<file path="src/rtl/xor_parity_pkg.sv">
// Purpose: shared types and constants for the XOR-parity serial receiver.
// Latency: none (declarations only).
// Backpressure: none (declarations only).
package xor_parity_pkg;

    // Receiver FSM states.
    typedef enum logic [2:0] {
        IDLE      = 3'd0,
        START     = 3'd1,
        DATA      = 3'd2,
        PARITY    = 3'd3,
        STOP      = 3'd4,
        WAIT_HIGH = 3'd5
    } rx_state_e;

    // Parity sense selectors.
    localparam bit PAR_EVEN = 1'b0;
    localparam bit PAR_ODD  = 1'b1;

    // Clock-counter value at which the start bit is sampled (centre of the bit).
    function automatic int unsigned mid_bit_idx(input int unsigned clks_per_bit);
        return (clks_per_bit / 2) - 1;
    endfunction

endpackage

</file>
<file path="src/rtl/xor_parity_rx_sync.sv">
// Purpose: two-flop synchroniser for the asynchronous serial line; resets to idle-high.
// Latency: 2 clk cycles from d_i to q_o.
// Backpressure: none; samples every cycle.
module rx_sync2 (
    input  logic clk,
    input  logic rst,
    input  logic d_i,
    output logic q_o
);

    logic meta_q;
    logic sync_q;

    // Two-stage capture of the line; reset to 1 so a reset never looks like a start bit.
    always_ff @(posedge clk) begin
        if (rst) begin
            meta_q <= 1'b1;
            sync_q <= 1'b1;
        end else begin
            meta_q <= d_i;
            sync_q <= meta_q;
        end
    end

    assign q_o = sync_q;

endmodule

</file>
<file path="src/rtl/xor_parity_rx.sv">
// Purpose: serial frame receiver (start, DATA_W data LSB first, parity, stop) with XOR parity check.
// Latency: data_valid (DATA_W+2)*CLKS_PER_BIT + CLKS_PER_BIT/2 + 3 cycles after the start edge.
// Backpressure: none; consumer must take data_out on the one-cycle data_valid pulse.
module xor_parity_rx
    import xor_parity_pkg::*;
#(
    parameter int DATA_W       = 8,
    parameter int CLKS_PER_BIT = 16,
    parameter bit PARITY_ODD   = PAR_EVEN
) (
    input  logic              clk,
    input  logic              rst,
    input  logic              rx_in,
    output logic [DATA_W-1:0] data_out,
    output logic              data_valid,
    output logic              parity_err,
    output logic              frame_err,
    output logic              busy
);

    localparam int CNT_W = $clog2(CLKS_PER_BIT);
    localparam int BIT_W = $clog2(DATA_W + 1);

    localparam logic [CNT_W-1:0] MID_IDX  = CNT_W'(mid_bit_idx(CLKS_PER_BIT));
    localparam logic [CNT_W-1:0] LAST_IDX = CNT_W'(CLKS_PER_BIT - 1);
    localparam logic [BIT_W-1:0] BIT_LAST = BIT_W'(DATA_W - 1);

    logic rx_s;

    rx_state_e         state_q,    state_d;
    logic [CNT_W-1:0]  clk_cnt_q,  clk_cnt_d;
    logic [BIT_W-1:0]  bit_cnt_q,  bit_cnt_d;
    logic [DATA_W-1:0] shift_q,    shift_d;
    logic              acc_q,      acc_d;
    logic              mis_q,      mis_d;
    logic [DATA_W-1:0] data_out_q, data_out_d;
    logic              dv_q,       dv_d;
    logic              perr_q,     perr_d;
    logic              ferr_q,     ferr_d;

    logic start_smp;
    logic bit_smp;

    rx_sync2 u_sync (
        .clk (clk),
        .rst (rst),
        .d_i (rx_in),
        .q_o (rx_s)
    );

    // Start bit is checked half a bit in; every later bit is one full bit after the previous sample.
    assign start_smp = (clk_cnt_q == MID_IDX);
    assign bit_smp   = (clk_cnt_q == LAST_IDX);

    // Next-state and datapath: sampling, shifting, parity accumulation and frame completion.
    always_comb begin
        state_d    = state_q;
        clk_cnt_d  = clk_cnt_q + CNT_W'(1);
        bit_cnt_d  = bit_cnt_q;
        shift_d    = shift_q;
        acc_d      = acc_q;
        mis_d      = mis_q;
        data_out_d = data_out_q;
        dv_d       = 1'b0;
        perr_d     = perr_q;
        ferr_d     = ferr_q;

        unique case (state_q)
            IDLE: begin
                clk_cnt_d = '0;
                if (!rx_s) begin
                    state_d   = START;
                    bit_cnt_d = '0;
                    acc_d     = 1'b0;
                end
            end
            START: begin
                if (start_smp) begin
                    clk_cnt_d = '0;
                    state_d   = rx_s ? IDLE : DATA;
                end
            end
            DATA: begin
                if (bit_smp) begin
                    clk_cnt_d          = '0;
                    shift_d            = shift_q >> 1;
                    shift_d[DATA_W-1]  = rx_s;
                    acc_d              = acc_q ^ rx_s;
                    if (bit_cnt_q == BIT_LAST) begin
                        state_d = PARITY;
                    end else begin
                        bit_cnt_d = bit_cnt_q + BIT_W'(1);
                    end
                end
            end
            PARITY: begin
                if (bit_smp) begin
                    clk_cnt_d = '0;
                    mis_d     = ((acc_q ^ rx_s) != PARITY_ODD);
                    state_d   = STOP;
                end
            end
            STOP: begin
                if (bit_smp) begin
                    clk_cnt_d  = '0;
                    dv_d       = 1'b1;
                    data_out_d = shift_q;
                    perr_d     = mis_q;
                    ferr_d     = !rx_s;
                    // A low stop bit means the line may be stuck low; wait for it to recover.
                    state_d    = rx_s ? IDLE : WAIT_HIGH;
                end
            end
            WAIT_HIGH: begin
                clk_cnt_d = '0;
                if (rx_s) begin
                    state_d = IDLE;
                end
            end
            default: begin
                clk_cnt_d = '0;
                state_d   = IDLE;
            end
        endcase
    end

    // State and datapath registers; reset aborts any frame in flight without a pulse.
    always_ff @(posedge clk) begin
        if (rst) begin
            state_q    <= IDLE;
            clk_cnt_q  <= '0;
            bit_cnt_q  <= '0;
            shift_q    <= '0;
            acc_q      <= 1'b0;
            mis_q      <= 1'b0;
            data_out_q <= '0;
            dv_q       <= 1'b0;
            perr_q     <= 1'b0;
            ferr_q     <= 1'b0;
        end else begin
            state_q    <= state_d;
            clk_cnt_q  <= clk_cnt_d;
            bit_cnt_q  <= bit_cnt_d;
            shift_q    <= shift_d;
            acc_q      <= acc_d;
            mis_q      <= mis_d;
            data_out_q <= data_out_d;
            dv_q       <= dv_d;
            perr_q     <= perr_d;
            ferr_q     <= ferr_d;
        end
    end

    assign data_out   = data_out_q;
    assign data_valid = dv_q;
    assign parity_err = perr_q;
    assign frame_err  = ferr_q;
    assign busy       = (state_q != IDLE);

endmodule

</file>
<file path="config.mk">
export PLATFORM = sky130hd
export DESIGN_NAME = xor_parity_rx
export DESIGN_NICKNAME = d
export VERILOG_FILES = /design/src/rtl/xor_parity_pkg.sv /design/src/rtl/xor_parity_rx_sync.sv /design/src/rtl/xor_parity_rx.sv
export SDC_FILE = /design/constraint.sdc
export NUM_CORES = 1
export LEC_CHECK = 0
export ABC_AREA = 1
export CAP_MARGIN = 10
export CORE_UTILIZATION = 41
export CTS_CLUSTER_DIAMETER = 150
export CTS_CLUSTER_SIZE = 14
export DETAILED_ROUTE_END_ITERATION = 6
export DONT_BUFFER_PORTS = 1
export GPL_TIMING_DRIVEN = 0
export SETUP_SLACK_MARGIN = 0.2
export SYNTH_ARGS = -nofsm -noshare
export SYNTH_HDL_FRONTEND = slang
export SYNTH_SLANG_ARGS = --single-unit
</file>
<file path="constraint.sdc">
create_clock -name clk -period 1.5 [get_ports clk]
set_input_delay 0.3 -clock clk [delete_from_list [all_inputs] [get_ports clk]]
set_output_delay 0.3 -clock clk [all_outputs]
set_load 0.02 [all_outputs]
</file>
==> flow_summary.toml <==
[status]
status = "complete, no violations"

[power]
comb_power_share_pct = 34.1
finalPower_mw = 2.65
clock_power_share_pct = 25.7
p_leak_nw = 0.791
power.switching_mw = 0.950
power_density_nw_per_um2 = 1430
swShare_pct = 35.8
p_int_mw = 1.70
peakVddDrop_v = 0.000689
seqPwrFrac_pct = 40.2

[sta]
clock-skew-final_ns = 0.00719
max_clock_freq_mhz = 762
setup_viol = 0
final.min_clock_period_ns = 1.31
setup-tns-final_ns = 0
finalHoldViolCount = 0
slew_viol_final = 0
tightest_slew_ns = 0.345
hold_ws_ns = 0.0686
grt_setup_unrepaired = "true"
period_share_pct = 87.5
relSlewSlack_pct = 77.0

[place]
placedCellCount = 239
gp_congestion = 0.782
portBuffers = 0
hpwl_mm = 2.09
place_area_um2 = 1570

[floorplan]
die_y_um = 62.6
die_area_um2 = 3920
fp-row-count = 21
start_util_pct = 43.8
pin_count = 15
die_x_um = 62.6
core_um2 = 3440

[worst_setup_path]
r2r-end = "clk_cnt_q[0]"
slowest_delay_ns = 0.32
critPathSlowestCell = "dfxtp_2"
path_class = "reg2reg"
critPathLaunchType = "flip-flop"
cp.arrival_ns = 1.52
r2r_slack_ns = 0.19
crit_path_max_fanout = 6
endpoint_kind = "flip-flop"
required_ns = 1.71
cp_cell_sequence = "buf_6 -> nor2_4 -> nand2_4 -> inv_6 -> nand2_2 -> buf_4 -> nand3_1 -> nand2_1 -> nor2_1"
r2r_start = "state_q[2]"
r2r_cells = 9
critPathBufInv = 3
crit_family = "simple AND/OR/NAND/NOR gates"

[global_routing]
grt_pass1_wl_mm = 5.42
antenna_found_initial = 0
grt_pass1_vias = 1263
grt_start_max_net_pins = 11
grt_overflow_total = 0
grt_usage_pct = 17.2

[clock_network]
cts_inserted_buffers = 5
h-tree-depth = 2
clk_transition_reported_paths_ns = 0.07
postCtsHoldBufs = 0
cts_buffer_depth = 2
clockRootBuffer = "clkbuf_8"
clk_latency_ns = 0.28
cts.sinks = 34
cts_tree = "built"

[yosys]
synth.largest_area_cell = "dfxtp_1"
synthTopCellsByArea = "dfxtp_1 (45%), nor2_1 (13%), o21ai_0 (7.3%), nand2_1 (5.2%), nand2_2 (3.3%)"
yosys_warnings = 0
yosysSeqAreaShare_pct = 45.1
synthDistinctLibCells = 27
synthDominantCellAreaShare_pct = 45.1
syn_area_um2 = 1510
syn_nets = 198
ys_seq_elements = 34
syn_inst = 193
avgSynthCellArea_um2 = 7.81

[flow_run]
maxCapViolations = 0

[worst_hold_path]
min_path_type = "in2reg"
hp-start = "rst"
whs_path_depth = 1
whs_endpoint = "bit_cnt_q[2]"

[layout]
diodes = 0
area_growth_syn_to_layout_pct = 22.6
final_area_um2 = 1850
fin_cells = 259
nNetsFinal = 217
drive_above_1_share_pct = 32.4

[routing]
avgRoutedWirePerCell_um = 12.2
vias_per_cell = 5.07
routed-via-count = 1313
antenna_left = 0
drtIter0Drc = 58
drc = 0
wl_mm = 3.16
drtPass1Iterations = 4
layout make-up:
type | instances | area, µm²
sequential | 34 | 689
fill | 326 | 1590
clock inverter | 1 | 5.00
tap | 46 | 57.6
clock buffer | 7 | 86.3
inverter | 12 | 52.6
buffer | 4 | 31.3
multi-input combinational | 143 | 825
timing repair buffer | 12 | 101
synthesized netlist by cell type, drive strengths merged:
cell type,n
a21oi,7
buf,3
clkbuf,1
dfxtp,34
ha,2
inv,12
nand2,32
nand3,11
nand3b,1
nor2,56
nor3,2
o21ai,25
o31ai,1
or2,2
xnor2,2
xor2,2
layer usage:
layer  global-route usage, %  routed length, µm  part of all wire [%]
met3                    3.47                144                   4.6
met2                    29.3               1570                    50
met5                       0                  0                     0
met4                    6.10                 65                   2.1
met1                    21.3               1380                    44
sequential cells by signal (all words and copies together) (netlist names):
name / cells
clk_cnt_q: 4
mis_q: 1
data_valid: 1
u_sync.q_o: 1
frame_err: 1
bit_cnt_q: 4
parity_err: 1
shift_q: 8
u_sync.meta_q: 1
state_q: 3
acc_q: 1
data_out: 8
logic make-up after synthesis:
logic type                 after synthesis  synth area share, %
DFF                                     34                 45.1
adders and majority gates                2                 1.66
buffers and inverters                   16                 5.23
AOI/OAI and AO/OA                       33                 12.1
xor gates and xnor gates                 4                 2.32
and+or+nand+nor                        104                 33.5
worst register-to-register path, cell delays in order (launching register included):
cell and delay (ns):
dfxtp_2 0.32, buf_6 0.12, nor2_4 0.13, nand2_4 0.10, inv_6 0.09, nand2_2 0.08
buf_4 0.15, nand3_1 0.07, nand2_1 0.07, nor2_1 0.11
power by group through the flow:
stage	Combinational, mW	Sequential (mW)	Clock, mW
2_1_floorplan	0.646	1.05	0
3_3_place_gp	0.727	1.06	0
6_report	0.903	1.07	0.681
5_1_grt	1.00	1.08	0.736
4_1_cts	0.832	1.06	0.702
3_5_place_dp	0.754	1.06	0
worst max-delay path by stage:
stage / from / endpoint / slack, ns / depth (start not counted)
floorplan: clk_cnt_q[0] / state_q[1] / 0.21 / 8
global placement: clk_cnt_q[0] / parity_err / 0.03 / 7
detailed placement: clk_cnt_q[0] / parity_err / -0.01 / 7
CTS: clk_cnt_q[1] / state_q[2] / 0.20 / 8
global route: clk_cnt_q[1] / state_q[1] / 0.09 / 8
finish: state_q[2] / clk_cnt_q[0] / 0.19 / 9
layout by cell type, fill, tap and decap left out, types with 3 or more instances in the layout:
cell / n
o21ai_1: 3
nor2_1: 45
dfxtp_2: 7
dfxtp_1: 27
a21oi_1: 5
buf_6: 5
o21ai_0: 21
nor2_4: 7
clkbuf_8: 6
nand2_1: 19
buf_4: 9
nand3_1: 8
inv_1: 8
nand2_4: 4
nor2_2: 4
nand2_2: 9
repair_timing:
| item | 4_1_cts | 5_1_grt |
|---|---|---|
| buffers inserted | 7 | 4 |
| cloned | 0 | 1 |
| endpoints found under the setup margin | 28 | 28 |
| pin swaps | 7 | 2 |
| gates resized for setup | 12 | 21 |
through the flow:
stage	setup slack, ns	utilization, %
after floorplan	0.211	-
after global placement	0.0339	45.7
after detailed placement	-0.0147	45.7
after CTS	0.198	50.9
after global routing	0.0890	53.7
final	0.187	53.7
Power figures use the tool's default switching activity.
